--- src/rtl/uart_pkg.sv ---
// Shared types and register map for the memory-mapped UART transmitter.
package uart_pkg;

    typedef enum logic [1:0] {
        IDLE,
        START,
        DATA,
        STOP
    } tx_state_t;

    localparam logic [31:0] TXDATA_OFS = 32'h0000_0000;
    localparam logic [31:0] STATUS_OFS = 32'h0000_0004;

    // STATUS word layout; the FIFO count field starts at ST_COUNT_LSB
    localparam int ST_FULL      = 0;
    localparam int ST_EMPTY     = 1;
    localparam int ST_BUSY      = 2;
    localparam int ST_COUNT_LSB = 3;

endpackage

--- src/rtl/sync_fifo.sv ---
// Single-clock FIFO with registered full/empty/count flags.
// Pushes into a full FIFO and pops from an empty one are ignored.
module sync_fifo #(
    parameter int WIDTH = 8,
    parameter int DEPTH = 8,
    localparam int AW   = $clog2(DEPTH)
) (
    input  logic             clk,
    input  logic             reset,
    input  logic             push,
    input  logic             pop,
    input  logic [WIDTH-1:0] din,
    output logic [WIDTH-1:0] dout,
    output logic             full,
    output logic             empty,
    output logic [AW:0]      count
);

    logic [WIDTH-1:0] mem [DEPTH];
    logic [AW-1:0]    wr_ptr;
    logic [AW-1:0]    rd_ptr;
    logic             do_push;
    logic             do_pop;
    logic [AW:0]      count_n;

    assign do_push = push & ~full;
    assign do_pop  = pop & ~empty;
    assign dout    = mem[rd_ptr];

    always_comb begin
        count_n = count;
        if (do_push && !do_pop)
            count_n = count + 1'b1;
        else if (!do_push && do_pop)
            count_n = count - 1'b1;
    end

    // Pointers wrap naturally because DEPTH is a power of two
    always_ff @(posedge clk) begin
        if (reset) begin
            wr_ptr <= '0;
            rd_ptr <= '0;
            count  <= '0;
            full   <= 1'b0;
            empty  <= 1'b1;
        end else begin
            if (do_push) wr_ptr <= wr_ptr + 1'b1;
            if (do_pop)  rd_ptr <= rd_ptr + 1'b1;
            count <= count_n;
            full  <= (count_n == (AW+1)'(DEPTH));
            empty <= (count_n == '0);
        end
    end

    always_ff @(posedge clk) begin
        if (do_push) mem[wr_ptr] <= din;
    end

endmodule

--- src/rtl/mmio_uart_tx.sv ---
// Memory-mapped 8N1 UART transmitter: stores to TXDATA queue bytes, STATUS is
// readable on the load path, and a store into a full queue stalls the core.
module mmio_uart_tx
    import uart_pkg::*;
#(
    parameter int          CLK_DIV    = 868,
    parameter int          FIFO_DEPTH = 8,
    parameter logic [31:0] BASE_ADDR  = 32'hF000_0000
) (
    input  logic        clk,
    input  logic        reset,
    input  logic        is_mem_write,
    input  logic [31:0] out_mem_addr,
    input  logic [31:0] mem_mem_wb_data,
    input  logic [31:0] data_mem_addr,
    output logic        rd_hit,
    output logic [31:0] rd_data,
    output logic        stop_req,
    output logic        txd,
    output logic        tx_busy
);

    localparam int            AW       = $clog2(FIFO_DEPTH);
    localparam int            BW       = $clog2(CLK_DIV);
    localparam logic [BW-1:0] BAUD_MAX = BW'(CLK_DIV - 1);

    tx_state_t     state, state_n;
    logic [BW-1:0] baud, baud_n;
    logic [2:0]    bit_idx, bit_n;
    logic [7:0]    shift, shift_n;
    logic          txd_n;

    logic          wr_tx;
    logic          push;
    logic          pop;
    logic [7:0]    fifo_dout;
    logic          fifo_full;
    logic          fifo_empty;
    logic [AW:0]   fifo_count;
    logic [31:0]   status;
    logic          unused_data_hi;

    assign unused_data_hi = ^mem_mem_wb_data[31:8];

    assign wr_tx    = is_mem_write && (out_mem_addr == BASE_ADDR + TXDATA_OFS);
    // Full is the registered flag, so a same-edge pop never lets a refused store in
    assign stop_req = wr_tx & fifo_full;
    assign push     = wr_tx & ~fifo_full;
    assign tx_busy  = ~fifo_empty | (state != IDLE);

    sync_fifo #(
        .WIDTH (8),
        .DEPTH (FIFO_DEPTH)
    ) u_fifo (
        .clk   (clk),
        .reset (reset),
        .push  (push),
        .pop   (pop),
        .din   (mem_mem_wb_data[7:0]),
        .dout  (fifo_dout),
        .full  (fifo_full),
        .empty (fifo_empty),
        .count (fifo_count)
    );

    always_comb begin
        state_n = state;
        baud_n  = baud;
        bit_n   = bit_idx;
        shift_n = shift;
        pop     = 1'b0;
        case (state)
            IDLE: begin
                if (!fifo_empty) begin
                    pop     = 1'b1;
                    shift_n = fifo_dout;
                    baud_n  = BAUD_MAX;
                    state_n = START;
                end
            end
            START: begin
                if (baud == '0) begin
                    baud_n  = BAUD_MAX;
                    bit_n   = 3'd0;
                    state_n = DATA;
                end else begin
                    baud_n = baud - 1'b1;
                end
            end
            DATA: begin
                if (baud == '0) begin
                    shift_n = shift >> 1;
                    baud_n  = BAUD_MAX;
                    if (bit_idx == 3'd7)
                        state_n = STOP;
                    else
                        bit_n = bit_idx + 3'd1;
                end else begin
                    baud_n = baud - 1'b1;
                end
            end
            STOP: begin
                if (baud == '0)
                    state_n = IDLE;
                else
                    baud_n = baud - 1'b1;
            end
            default: state_n = IDLE;
        endcase

        // Line level follows the state being entered, so each bit changes on its edge
        case (state_n)
            START:   txd_n = 1'b0;
            DATA:    txd_n = shift_n[0];
            default: txd_n = 1'b1;
        endcase
    end

    always_ff @(posedge clk) begin
        if (reset) begin
            state   <= IDLE;
            baud    <= '0;
            bit_idx <= 3'd0;
            shift   <= 8'h00;
            txd     <= 1'b1;
        end else begin
            state   <= state_n;
            baud    <= baud_n;
            bit_idx <= bit_n;
            shift   <= shift_n;
            txd     <= txd_n;
        end
    end

    always_comb begin
        status                          = '0;
        status[ST_FULL]                 = fifo_full;
        status[ST_EMPTY]                = fifo_empty;
        status[ST_BUSY]                 = (state != IDLE);
        status[ST_COUNT_LSB +: AW+1]    = fifo_count;
    end

    assign rd_hit  = (data_mem_addr == BASE_ADDR + STATUS_OFS);
    assign rd_data = rd_hit ? status : 32'h0;

endmodule

--- config.mk ---
export PLATFORM = sky130hd
export DESIGN_NAME = mmio_uart_tx
export DESIGN_NICKNAME = d
export VERILOG_FILES = /design/src/rtl/uart_pkg.sv /design/src/rtl/sync_fifo.sv /design/src/rtl/mmio_uart_tx.sv
export SDC_FILE = /design/constraint.sdc
export NUM_CORES = 1
export LEC_CHECK = 0
export ABC_AREA = 1
export CORE_AREA = 8 8 121 123
export CTS_BUF_LIST = sky130_fd_sc_hd__clkbuf_4 sky130_fd_sc_hd__clkbuf_8
export DETAILED_ROUTE_END_ITERATION = 10
export DIE_AREA = 0 0 129 131
export PLACE_DENSITY = 0.75
export SYNTH_ARGS = -nofsm -noshare
export SYNTH_HDL_FRONTEND = slang
export SYNTH_SLANG_ARGS = --single-unit
export TNS_END_PERCENT = 5
--- constraint.sdc ---
create_clock -name clk -period 3.17 [get_ports clk]
set_input_delay 0.634 -clock clk [delete_from_list [all_inputs] [get_ports clk]]
set_output_delay 0.634 -clock clk [all_outputs]
set_load 0.01 [all_outputs]
# Word level (Yosys, flattened, before mapping)
# Memory sizes are Yosys's and may differ from the RTL's. A register that Yosys moved wholly into a read port is not among the register bits.
# Index checks and enable logic that the tools add are counted.
# W data, S select, Z words.
totals:
  register_bits: 36
  n_memories: 1
  ram_bits: 64
  in_bits: 99
  output_inout_bits: 36
classes:
  n_eq_ne: 14
  reduce_logical: 15
  bitwise: 7
  muxes: 27
  add_sub_neg: 6
memory_table:
  columns: ["memory", "words", "width", "rd", "rd_ports_with_merged_regs", "wr", "line_no", "source"]
  rows:
  - ["u_fifo.mem", 8, 8, 1, 1, 1, "sync_fifo.sv:19", "logic [WIDTH-1:0] mem [DEPTH];"]
ops:
  columns: ["operator", "n"]
  rows:
  - ["$eq A32 B32 Y1 const B", 2]
  - ["$mux W10", 3]
  - ["$pmux W10 S3", 1]
  - ["$mux W8", 2]
  - ["$pmux W8 S2", 1]
  - ["$mux W3", 5]
  - ["$logic_not A10 Y1", 1]
  - ["$mux W2", 5]
  - ["$ne A2 B2 Y1 const B", 5]
  - ["$sub A10 B1 Y10 const B", 1]
  - ["$add A3 B1 Y3 const B", 3]
  - ["$mux W4", 2]
  - ["$pmux W2 S4", 1]
  - ["$mux W7", 1]
  - ["$eq A2 B2 Y1 const B", 3]
  - ["$pmux W3 S2", 1]
  - ["$reduce_bool A2 Y1", 3]
  - ["$add A4 B1 Y4 const B", 1]
  - ["$and A1 B1 Y1", 4]
  - ["$eq A2 B1 Y1 const B", 2]
  - ["$eq A4 B4 Y1 const B", 1]
  - ["$logic_not A4 Y1", 1]
  - ["$mux W1", 4]
  - ["$reduce_and A4 Y1", 1]
  - ["11 further kinds", 15]

# Logic depth before layout (Yosys ltp)
# Gate-level depths: netlist of run 1.
depth:
  ltp_word: 9
  depth_mapped: 13

# Modules after synthesis
# From an unflattened synthesis of run 1, not the netlist that was laid out.
unflattened:
  hier_cells: 550
  area_unflattened_um2: 5193.7
modules_own_cells:
  columns: ["mod", "area_each_um2", "instances", "cells_each"]
  rows:
  - ["sync_fifo", 3248.1, 1, 275]
  - ["mmio_uart_tx", 1945.6, 1, 275]

# Worst setup path after synthesis of run 1
# OpenSTA, ideal clock, no wires.
synth_timing:
  path_type: "input to register"
  startpoint: "input out_mem_addr[1]"
  endpoint: "memory u_fifo.mem[1][0] (enable)"
  stages: 8
  setup_slack_ns: 0.718
  path_buffers: 0
  t_arrival_ns: 2.069
  setup_ns: 0.383
  path_cell_list: "or2_0 > nor2_1 > inv_1 > nor2_4 > nand3_4 > nor2_1 > inv_2 > nor3_1"
synth_via:
  elab_chain_len: 6
synth_lines:
  columns: ["item", "line_no", "source"]
  rows:
  - ["from (decl)", "mmio_uart_tx.sv:13", "input logic [31:0] out_mem_addr,"]
  - ["$eq A32 B32 Y1", "mmio_uart_tx.sv:45", "assign wr_tx = is_mem_write && (out_mem_addr == BASE_ADDR + TXDATA_OFS);"]
  - ["$logic_and A1 B1 Y1", "mmio_uart_tx.sv:45", null]
  - ["$and A1 B1 Y1", "mmio_uart_tx.sv:48", "assign push = wr_tx & ~fifo_full;"]
  - ["$and A1 B1 Y1", "sync_fifo.sv:26", "assign do_push = push & ~full;"]
  - ["$mux W1", "sync_fifo.sv:56", "if (do_push) mem[wr_ptr] <= din;"]
  - ["$mux W1 (not written as such)", "sync_fifo.sv:56", null]
  - ["to (decl)", "sync_fifo.sv:19", null]
# Every way passes these cells.

# Worst setup path after layout of run 1
layout_timing:
  startpoint: "input data_mem_addr[1]"
  endpoint: "output rd_data[1]"
layout_via:
  elab_chain_len: 2
layout_lines:
  columns: ["item", "line_no", "source"]
  rows:
  - ["from (decl)", "mmio_uart_tx.sv:15", "input logic [31:0] data_mem_addr,"]
  - ["$eq A32 B32 Y1", "mmio_uart_tx.sv:143", "assign rd_hit = (data_mem_addr == BASE_ADDR + STATUS_OFS);"]
  - ["$mux W7", "mmio_uart_tx.sv:144", "assign rd_data = rd_hit ? status : 32'h0;"]
  - ["to (decl)", "mmio_uart_tx.sv:17", "output logic [31:0] rd_data,"]
# Every way passes these cells.

==> results of run 1 <==
-- per-layer routing --
metal  routed length [um]  global-route usage  vias to the layer above
met5                    0                   0                        -
met4                  312              0.0705                        0
met3                  687              0.0256                       29
met2                 6230               0.256                      132
met1                 4540               0.155                     1901
li1                     -                   -                     1978
-- stage by stage --
step                      utilization  hold slack (ps)  cell area, um2
after floorplan                     -              433            5080
after global placement          0.465              455            5990
after detailed placement        0.465              465            5990
after CTS                       0.479              482            6170
after global routing            0.480              503            6180
final                           0.480              483            6180
-- cells in the final DEF, fill, tap and decap left out, types with 3 or more instances in the layout --
master and instances:
nor2_1 93, clkdlybuf4s50_1 77, edfxtp_1 64, nand2_1 59, dfxtp_1 39, a21oi_1 34, o21ai_0 32, inv_1 31
conb_1 25, nor3_1 20, nand3_1 20, inv_2 16, o21ai_1 12, ha_1 12, buf_4 11, clkbuf_8 9
nand4_1 8, o32ai_1 7, o221ai_1 7, a211oi_1 6, dlygate4sd2_1 5, nor4_1 4, nor2_2 3
-- flip-flops by register name (all words and copies together) (netlist names), 2 cells and up, named ones only --
| register | cells |
|---|---|
| u_fifo.mem | 64 |
| baud | 10 |
| shift | 8 |
| u_fifo.count | 4 |
| bit_idx | 3 |
| u_fifo.rd_ptr | 3 |
| u_fifo.wr_ptr | 3 |
| state | 2 |
-- how the worst min path moves through the flow --
stage | startpoint | endpoint | cells after the start
after floorplan | u_fifo.rd_ptr[2] | flop | 2
after global placement | u_fifo.rd_ptr[2] | u_fifo.rd_ptr[2] | 2
after detailed placement | u_fifo.rd_ptr[2] | u_fifo.rd_ptr[2] | 2
after CTS | u_fifo.rd_ptr[2] | u_fifo.rd_ptr[2] | 2
after global routing | u_fifo.rd_ptr[2] | flop | 2
final | u_fifo.rd_ptr[2] | flop | 2
-- area by class of cell --
| class | instances | area (um2) | area share |
|---|---|---|---|
| tap | 176 | 220 | 0.0356 |
| inverter | 49 | 200 | 0.0324 |
| multi-input combinational | 368 | 1940 | 0.315 |
| sequential | 103 | 2700 | 0.437 |
| clock buffer | 10 | 131 | 0.0213 |
| clock inverter | 6 | 52.6 | 0.00850 |
| timing repair buffer | 96 | 930 | 0.150 |
-- power groups by stage --
| stage | registers (mW) | logic (mW) | clock network [mW] |
|---|---|---|---|
| CTS | 1.72 | 1.70 | 0.789 |
| floorplan | 1.71 | 1.28 | 0 |
| finish | 1.72 | 1.70 | 0.766 |
| global placement | 1.74 | 1.61 | 0 |
| global route | 1.75 | 1.91 | 0.835 |
| detailed placement | 1.75 | 1.69 | 0 |
-- logic make-up after synthesis --
logic type,count (synthesis)
other,1
AO/OA/AOI/OAI,103
adder cells (fa/ha/maj),12
buffers and inverters,88
AND/OR/NAND/NOR,226
flip-flops,103
XOR/XNOR,2
-- critical path, delay by kind of cell --
kind	cells	cell delay, ps
buf+inv	3	800
simple gates	6	940
-- what timing repair did --
action                                  4_1_cts  5_1_grt
endpoints found under the setup margin        7        8
setup buffers                                 0        0
gates resized for setup                       8        4
pin swaps                                     0        2
==> impl_metrics.ini, run 1 <==
[place]
place_ws_ps = -185
dpl.cell_count = 792
dp_hpwl_um = 8500
portBuffers = 85
gp_congestion = 0.795

[cts]
cts_made_buffers = 9
cts-htree-levels = 3
cts_root_buf = clkbuf_8
clock_sinks = 103
clk_path_buf_depth = 2
clock_latency_ps = 380
clkTransAtPathRegs_ps = 90
cts_tree = yes
holdBufCountCts = 0

[sta]
fin_crit_sh = 0.953
finalSetupViolations = 0
fin_setup_tns_ps = 0
max_freq_mhz = 331
setup_ws_ps = 149
slew_headroom = 0.628
rsz0062_at_grt = true
finalHoldViolCount = 0
fin_worst_skew_ps = 15.9
drv_slew = 0
period_minus_slack_ps = 3020
tightestPinTransition_ps = 558

[detailed_routing]
wl_per_cell_um = 14.6
first_pass_iters = 5
detail_route.vias_per_cell = 5.00
drcViolationCount = 0
wl_um = 11800
dr_total_vias = 4040
dr.first_iter.drc_count = 297
ant_nets = 0

[final_layout]
area_growth_pct = 23.8
final_net_count = 738
n_antenna_cell = 0
drive_above_1_share = 0.0981
nFillCells = 1162
layoutNonFillerInstCount = 808

[power_and_ir_drop]
power.share.combinational = 0.406
p_leak_nw = 2.37
p_per_area_nw_per_um2 = 678
p_seq_frac = 0.411
cellInternalPower_mw = 2.52
clkPwrFrac = 0.183
finalPower_mw = 4.19
vdd_drop_max_v = 0.000355
swShare = 0.399
p_switching_mw = 1.67

[yosys]
synth_area_leaders = edfxtp_1 38%, dfxtp_1 16%, nor2_1 7.0%
yosysWarnings = 0
synth_mux_area_frac = 0
yosysTopAreaCell = edfxtp_1
async_reset_ff_frac = 0
synthesis.area_um2 = 4990
synth_common_cells = 93 x nor2_1, 64 x edfxtp_1, 59 x nand2_1
syn_inst = 535
synth_simple_gate_area_frac = 0.215
synth-edff-count = 64
synth_compound_area_frac = 0.119
yosys_register_bits = 103
synth_ff_type = edfxtp_1
synth_top_area_share = 0.385
ys_types = 42
yosysSeqAreaShare = 0.541
postSynthAreaPerCell_um2 = 9.33
yosysMostFrequentCell = nor2_1
synth_xor_area_frac = 0.00351
synth_top_family_by_area = simple AND/OR/NAND/NOR gates
synth-adder-area-share = 0.0301

[outcome]
status = completed

[critical_path]
crit_top_cell = nor2_1
reg2reg_depth = 12
startpoint = data_mem_addr[1]
crit_path_end_kind = output port
r2r-end = u_fifo.empty
crit_path_max_fanout = 7
critPathArrivalTime_ps = 2390
regToRegStartpoint = state[1]
crit_path_end = rd_data[1]
rrSetupSlack_ps = 1110
crit_required_ps = 2540
slowest_delay_ps = 390
timing_worst_setup_path_type = in -> out
crit_path_start_kind = primary input
critical_path.slowest_cell = clkdlybuf4s50_1
path_cells = clkdlybuf4s50_1, nor2_1, nand3b_1, nor4_2, nand4_1, nor4_4, inv_2, nor2_1, dlygate4sd2_1

[worst_hold_path]
hold_class = reg -> reg

[die]
num_rows = 42
start_util = 0.388
dieWidth_um = 129
core_um2 = 12900
die_y_um = 131
ios = 135
die_area_um2 = 16900

[global_route]
grt_pass1_wl_um = 18700
antenna_found_initial = 0
grt_remaining_overflow = 0
grt_pass1_vias = 3934
grt_max_degree = 33
gr-usage-all-layers = 0.141

[run]
maxCapViolations = 0
Power figures use the tool's default switching activity.
==> run 2: changes to the inputs <==
clock period = 3.1 ns   (was 3.17 ns; I/O delays follow)
==> impl_metrics.ini, run 2 (synthesis gave the netlist of run 1 again) <==
[final_layout]
final_net_count = 738
final_cell_mix = 93 x nor2_1, 77 x clkdlybuf4s50_1, 64 x edfxtp_1
layoutNonFillerInstCount = 808
top_regs = u_fifo.mem x64, baud x10, shift x8
n_antenna_cell = 0
area_growth_pct = 23.9
final_common_cell = nor2_1
multiInputGateArea_um2 = 1940
register_area_um2 = 2700
largest_reg_flops = 64
regMostFlops = u_fifo.mem
nFillCells = 1185
utilization = 0.480
drive_above_1_share = 0.109

[critical_path]
slowest_delay_ps = 580
critPathBufInv = 2
crit_path_end_kind = output port
critical_path.slowest_cell = clkdlybuf4s50_1
timing_worst_setup_path_type = in -> out
path_cells = clkdlybuf4s50_1, nor2_1, nand2_1, nor2_1, nand3_1, nor3_1, clkdlybuf4s50_1
crit_required_ps = 2480
crit_path_start_kind = primary input
crit_family = buffers and inverters
crit_path_max_fanout = 2
critPathArrivalTime_ps = 2350

[sta]
fin_worst_skew_ps = 12.9
slew_headroom = 0.623
rsz0062_at_grt = false
finalSetupViolations = 0
drv_slew = 0
setup_ws_ps = 135
fin_setup_tns_ps = 0
finalHoldViolCount = 0
whs_ps = 475
fin_crit_sh = 0.956
max_freq_mhz = 337
tightestPinTransition_ps = 564
period_minus_slack_ps = 2970

[detailed_routing]
dr_total_vias = 3984
dr.first_iter.drc_count = 293
wl_um = 11800
ant_nets = 0
detail_route.vias_per_cell = 4.93
wl_per_cell_um = 14.5
drcViolationCount = 0
first_pass_iters = 5

[die]
num_rows = 42
start_util = 0.388
die_area_um2 = 16900
core_um2 = 12900
die_y_um = 131
ios = 135
dieWidth_um = 129

[power_and_ir_drop]
p_leak_nw = 2.32
p_seq_frac = 0.404
vdd_drop_max_v = 0.000395
p_switching_mw = 1.72
p_per_area_nw_per_um2 = 695
clkPwrFrac = 0.186
swShare = 0.400
power.share.combinational = 0.409
cellInternalPower_mw = 2.58

[place]
portBuffers = 85
dp_hpwl_um = 8730
gp_congestion = 0.819
dpl.cell_count = 792
place_ws_ps = -245

[global_route]
antenna_found_initial = 0
grt_remaining_overflow = 0
gr-usage-all-layers = 0.144
grt_pass1_vias = 4066
grt_pass1_wl_um = 19300
grt_max_degree = 34

[worst_hold_path]
hold_class = reg -> reg

[outcome]
status = completed

[cts]
clk_path_buf_depth = 2
cts_tree = yes
clkTransAtPathRegs_ps = 90
cts_root_buf = clkbuf_8
cts_made_buffers = 9
clock_sinks = 103
cts-htree-levels = 3
clock_latency_ps = 370

[run]
maxCapViolations = 0
-- run 2: power by group through the flow --
stage / combinational [mW] / sequential (mW) / clock (mW)
finish: 1.76 / 1.74 / 0.801
global route: 2.00 / 1.76 / 0.877
CTS: 1.76 / 1.74 / 0.825
detailed placement: 1.75 / 1.77 / 0
global placement: 1.66 / 1.76 / 0
floorplan: 1.31 / 1.75 / 0
-- run 2: what timing repair did --
action                                 CTS  global route
endpoints found under the hold margin    0             0
pin swaps                                1             1
buffers inserted                         0             0
hold buffers                             0             0
gates resized for setup                 23             0
setup endpoints to repair                8             7
-- run 2: area by class of cell --
cell class              instances  area share
well taps                     176      0.0356
clock buffers                  10      0.0212
repair buffers                 96       0.152
multi-input cells             368       0.313
inverters                      49      0.0324
flip-flops and latches        103       0.437
clock inverters                 6     0.00870
-- run 2: final timing paths --
kind                                  startpoint                to  slack (ps)  depth (start not counted)
worst max-delay path            out_mem_addr[11]          stop_req         130                          7
worst min-delay path            u_fifo.rd_ptr[2]  u_fifo.rd_ptr[2]         480                          2
worst max register to register          state[1]       u_fifo.full        1100                         12
worst min register to register  u_fifo.rd_ptr[2]  u_fifo.rd_ptr[2]         480                          2
-- run 2: through the flow --
stage	total power, mW	area, um2
final	4.30	6180
after global routing	4.63	6180
after detailed placement	3.52	5990
after floorplan	3.07	5080
after CTS	4.33	6180
after global placement	3.43	5990
-- run 2: layer usage --
| metal | vias up | routed length [um] | GRT usage |
|---|---|---|---|
| met5 | - | 0 | 0 |
| met4 | 0 | 186 | 0.0587 |
| met3 | 14 | 638 | 0.0256 |
| met2 | 119 | 6270 | 0.269 |
| met1 | 1869 | 4670 | 0.159 |
| li1 | 1982 | - | - |
-- run 2: worst min-delay path, stage by stage (launching register included) --
cell,delay (ps)
dfxtp_1,320
inv_1,50
a21oi_1,60
==> run 3: changes to the inputs <==
CAP_MARGIN = 15   (was unset)
CELL_PAD_IN_SITES_DETAIL_PLACEMENT = 1   (was unset)
CELL_PAD_IN_SITES_GLOBAL_PLACEMENT = 2   (was unset)
CORE_AREA = 8 8 138 140   (was 8 8 121 123)
CTS_CLUSTER_SIZE = 28   (was unset)
DIE_AREA = 0 0 146 148   (was 0 0 129 131)
PLACE_DENSITY = 0.9   (was 0.75)
==> impl_metrics.ini, run 3 (synthesis gave the netlist of run 1 again) <==
[sta]
fin_worst_skew_ps = 8.05
drv_slew = 0
finalSetupViolations = 0
fin_setup_tns_ps = 0
tightestPinTransition_ps = 575
rsz0062_at_grt = true
whs_ps = 483
slew_headroom = 0.616
finalHoldViolCount = 0
period_minus_slack_ps = 2980
max_freq_mhz = 336
fin_crit_sh = 0.961

[global_route]
antenna_found_initial = 0
grt_pass1_wl_um = 21600
grt_remaining_overflow = 0
grt_max_degree = 33
grt_pass1_vias = 4447
gr-usage-all-layers = 0.123

[place]
portBuffers = 85
dp_hpwl_um = 9970
gp_congestion = 0.766
dpl.cell_count = 843

[detailed_routing]
wl_um = 13100
drcViolationCount = 0
dr.first_iter.drc_count = 165
ant_nets = 0
wl_per_cell_um = 15.2
first_pass_iters = 4
detail_route.vias_per_cell = 4.71
dr_total_vias = 4049

[critical_path]
critical_path.slowest_cell = clkdlybuf4s50_1
critPathBufInv = 4
crit_family = buffers and inverters
timing_worst_setup_path_type = in -> out
crit_required_ps = 2480
critPathArrivalTime_ps = 2360
crit_top_cell = nor4_4
reg2reg_depth = 9
crit_path_start_kind = primary input
slowest_delay_ps = 400
rrSetupSlack_ps = 920
path_cells = clkdlybuf4s50_1, or2_1, nor4_4, inv_1, nor4_4, inv_2, nor2_1, dlygate4sd2_1
crit_path_end_kind = output port
crit_path_max_fanout = 7
startpoint = data_mem_addr[27]
r2r-end = txd

[final_layout]
area_growth_pct = 25.6
final_net_count = 740
regMostFlops = u_fifo.mem
layoutNonFillerInstCount = 859
top_regs = u_fifo.mem x64, baud x10, shift x8
nFillCells = 1988
drive_above_1_share = 0.104
largest_reg_flops = 64
final_cell_mix = 93 x nor2_1, 76 x clkdlybuf4s50_1, 64 x edfxtp_1
n_antenna_cell = 0
final_common_cell = nor2_1

[cts]
cts_made_buffers = 9
clock_sinks = 103
clk_path_buf_depth = 2
postCtsSetupBuffers = 0
cts-htree-levels = 3
clkTransAtPathRegs_ps = 100
cts_tree = yes
clock_latency_ps = 370
cts_root_buf = clkbuf_8

[die]
die_y_um = 148
num_rows = 48
dieWidth_um = 146
core_um2 = 16900
die_area_um2 = 21600
start_util = 0.295
ios = 135

[worst_hold_path]
worstHoldStart = bit_idx[1]
hold_class = reg -> reg
min_path_cells = 2
hold_path_end = bit_idx[1]

[run]
maxCapViolations = 0

[power_and_ir_drop]
vdd_drop_max_v = 0.000255
p_leak_nw = 2.37
p_per_area_nw_per_um2 = 697

[outcome]
status = completed
-- run 3: cell types whose count changed in the layout (fill, tap and decap cells not counted), sizes merged --
cell	change
buf	+3
clkbuf	+1
clkdlybuf4s15	-3
clkdlybuf4s50	-1
clkinv	+1
clkinvlp	+1
dlygate4sd2	+1
dlymetal6s2s	+1
inv	-2
-- run 3: cell type report --
type | count | area [um2] | share of cell area
Clock buffer | 10 | 131 | 0.0209
Clock inverter | 6 | 62.6 | 0.00997
Inverter | 49 | 200 | 0.0319
Multi-Input combinational cell | 368 | 1950 | 0.311
Sequential cell | 103 | 2700 | 0.431
Tap cell | 225 | 282 | 0.0449
Timing Repair Buffer | 98 | 941 | 0.150
-- run 3: through the flow --
| step | area (um2) | power, mW | utilization | setup slack [ps] |
|---|---|---|---|---|
| 2_1_floorplan | 5080 | 3.07 | - | 662 |
| 3_3_place_gp | 6060 | 3.49 | 0.358 | -216 |
| 3_5_place_dp | 6060 | 3.59 | 0.358 | -303 |
| 4_1_cts | 6260 | 4.43 | 0.370 | 57.5 |
| 5_1_grt | 6270 | 4.70 | 0.370 | -23.6 |
| 6_report | 6270 | 4.37 | 0.370 | 121 |
-- run 3: worst max path at each step --
stage                            end  cells past startpoint
global route              rd_data[4]                      8
floorplan           u_fifo.mem[1][0]                      8
finish                    rd_data[1]                      8
detailed placement        rd_data[0]                      8
CTS                       rd_data[6]                      8
global placement          rd_data[5]                      8
-- run 3: what timing repair did --
action	CTS	global route
endpoints found under the setup margin	8	8
cloned	0	0
hold buffers	0	0
gates resized for setup	10	8
-- run 3: routing by layer --
metal	up-vias	routed length (um)	global-route usage
met5	-	0	0
met4	0	166	0.0376
met3	12	848	0.0376
met2	123	6750	0.223
met1	1936	5310	0.135
li1	1978	-	-
-- run 3: report_power, final --
| part | internal [mW] | leakage, nW | switching (mW) |
|---|---|---|---|
| logic | 0.643 | 1.39 | 1.12 |
| clock network | 0.322 | 0.0931 | 0.504 |
| registers | 1.62 | 0.896 | 0.167 |
| total | 2.59 | 2.37 | 1.79 |
-- run 3: tightest hold or removal path: cells and delay by family (launching register included) --
family | cells | cell delay, ps
AO/OA/AOI/OAI | 1 | 50
AND/OR/NAND/NOR | 1 | 60
flip-flops | 1 | 330
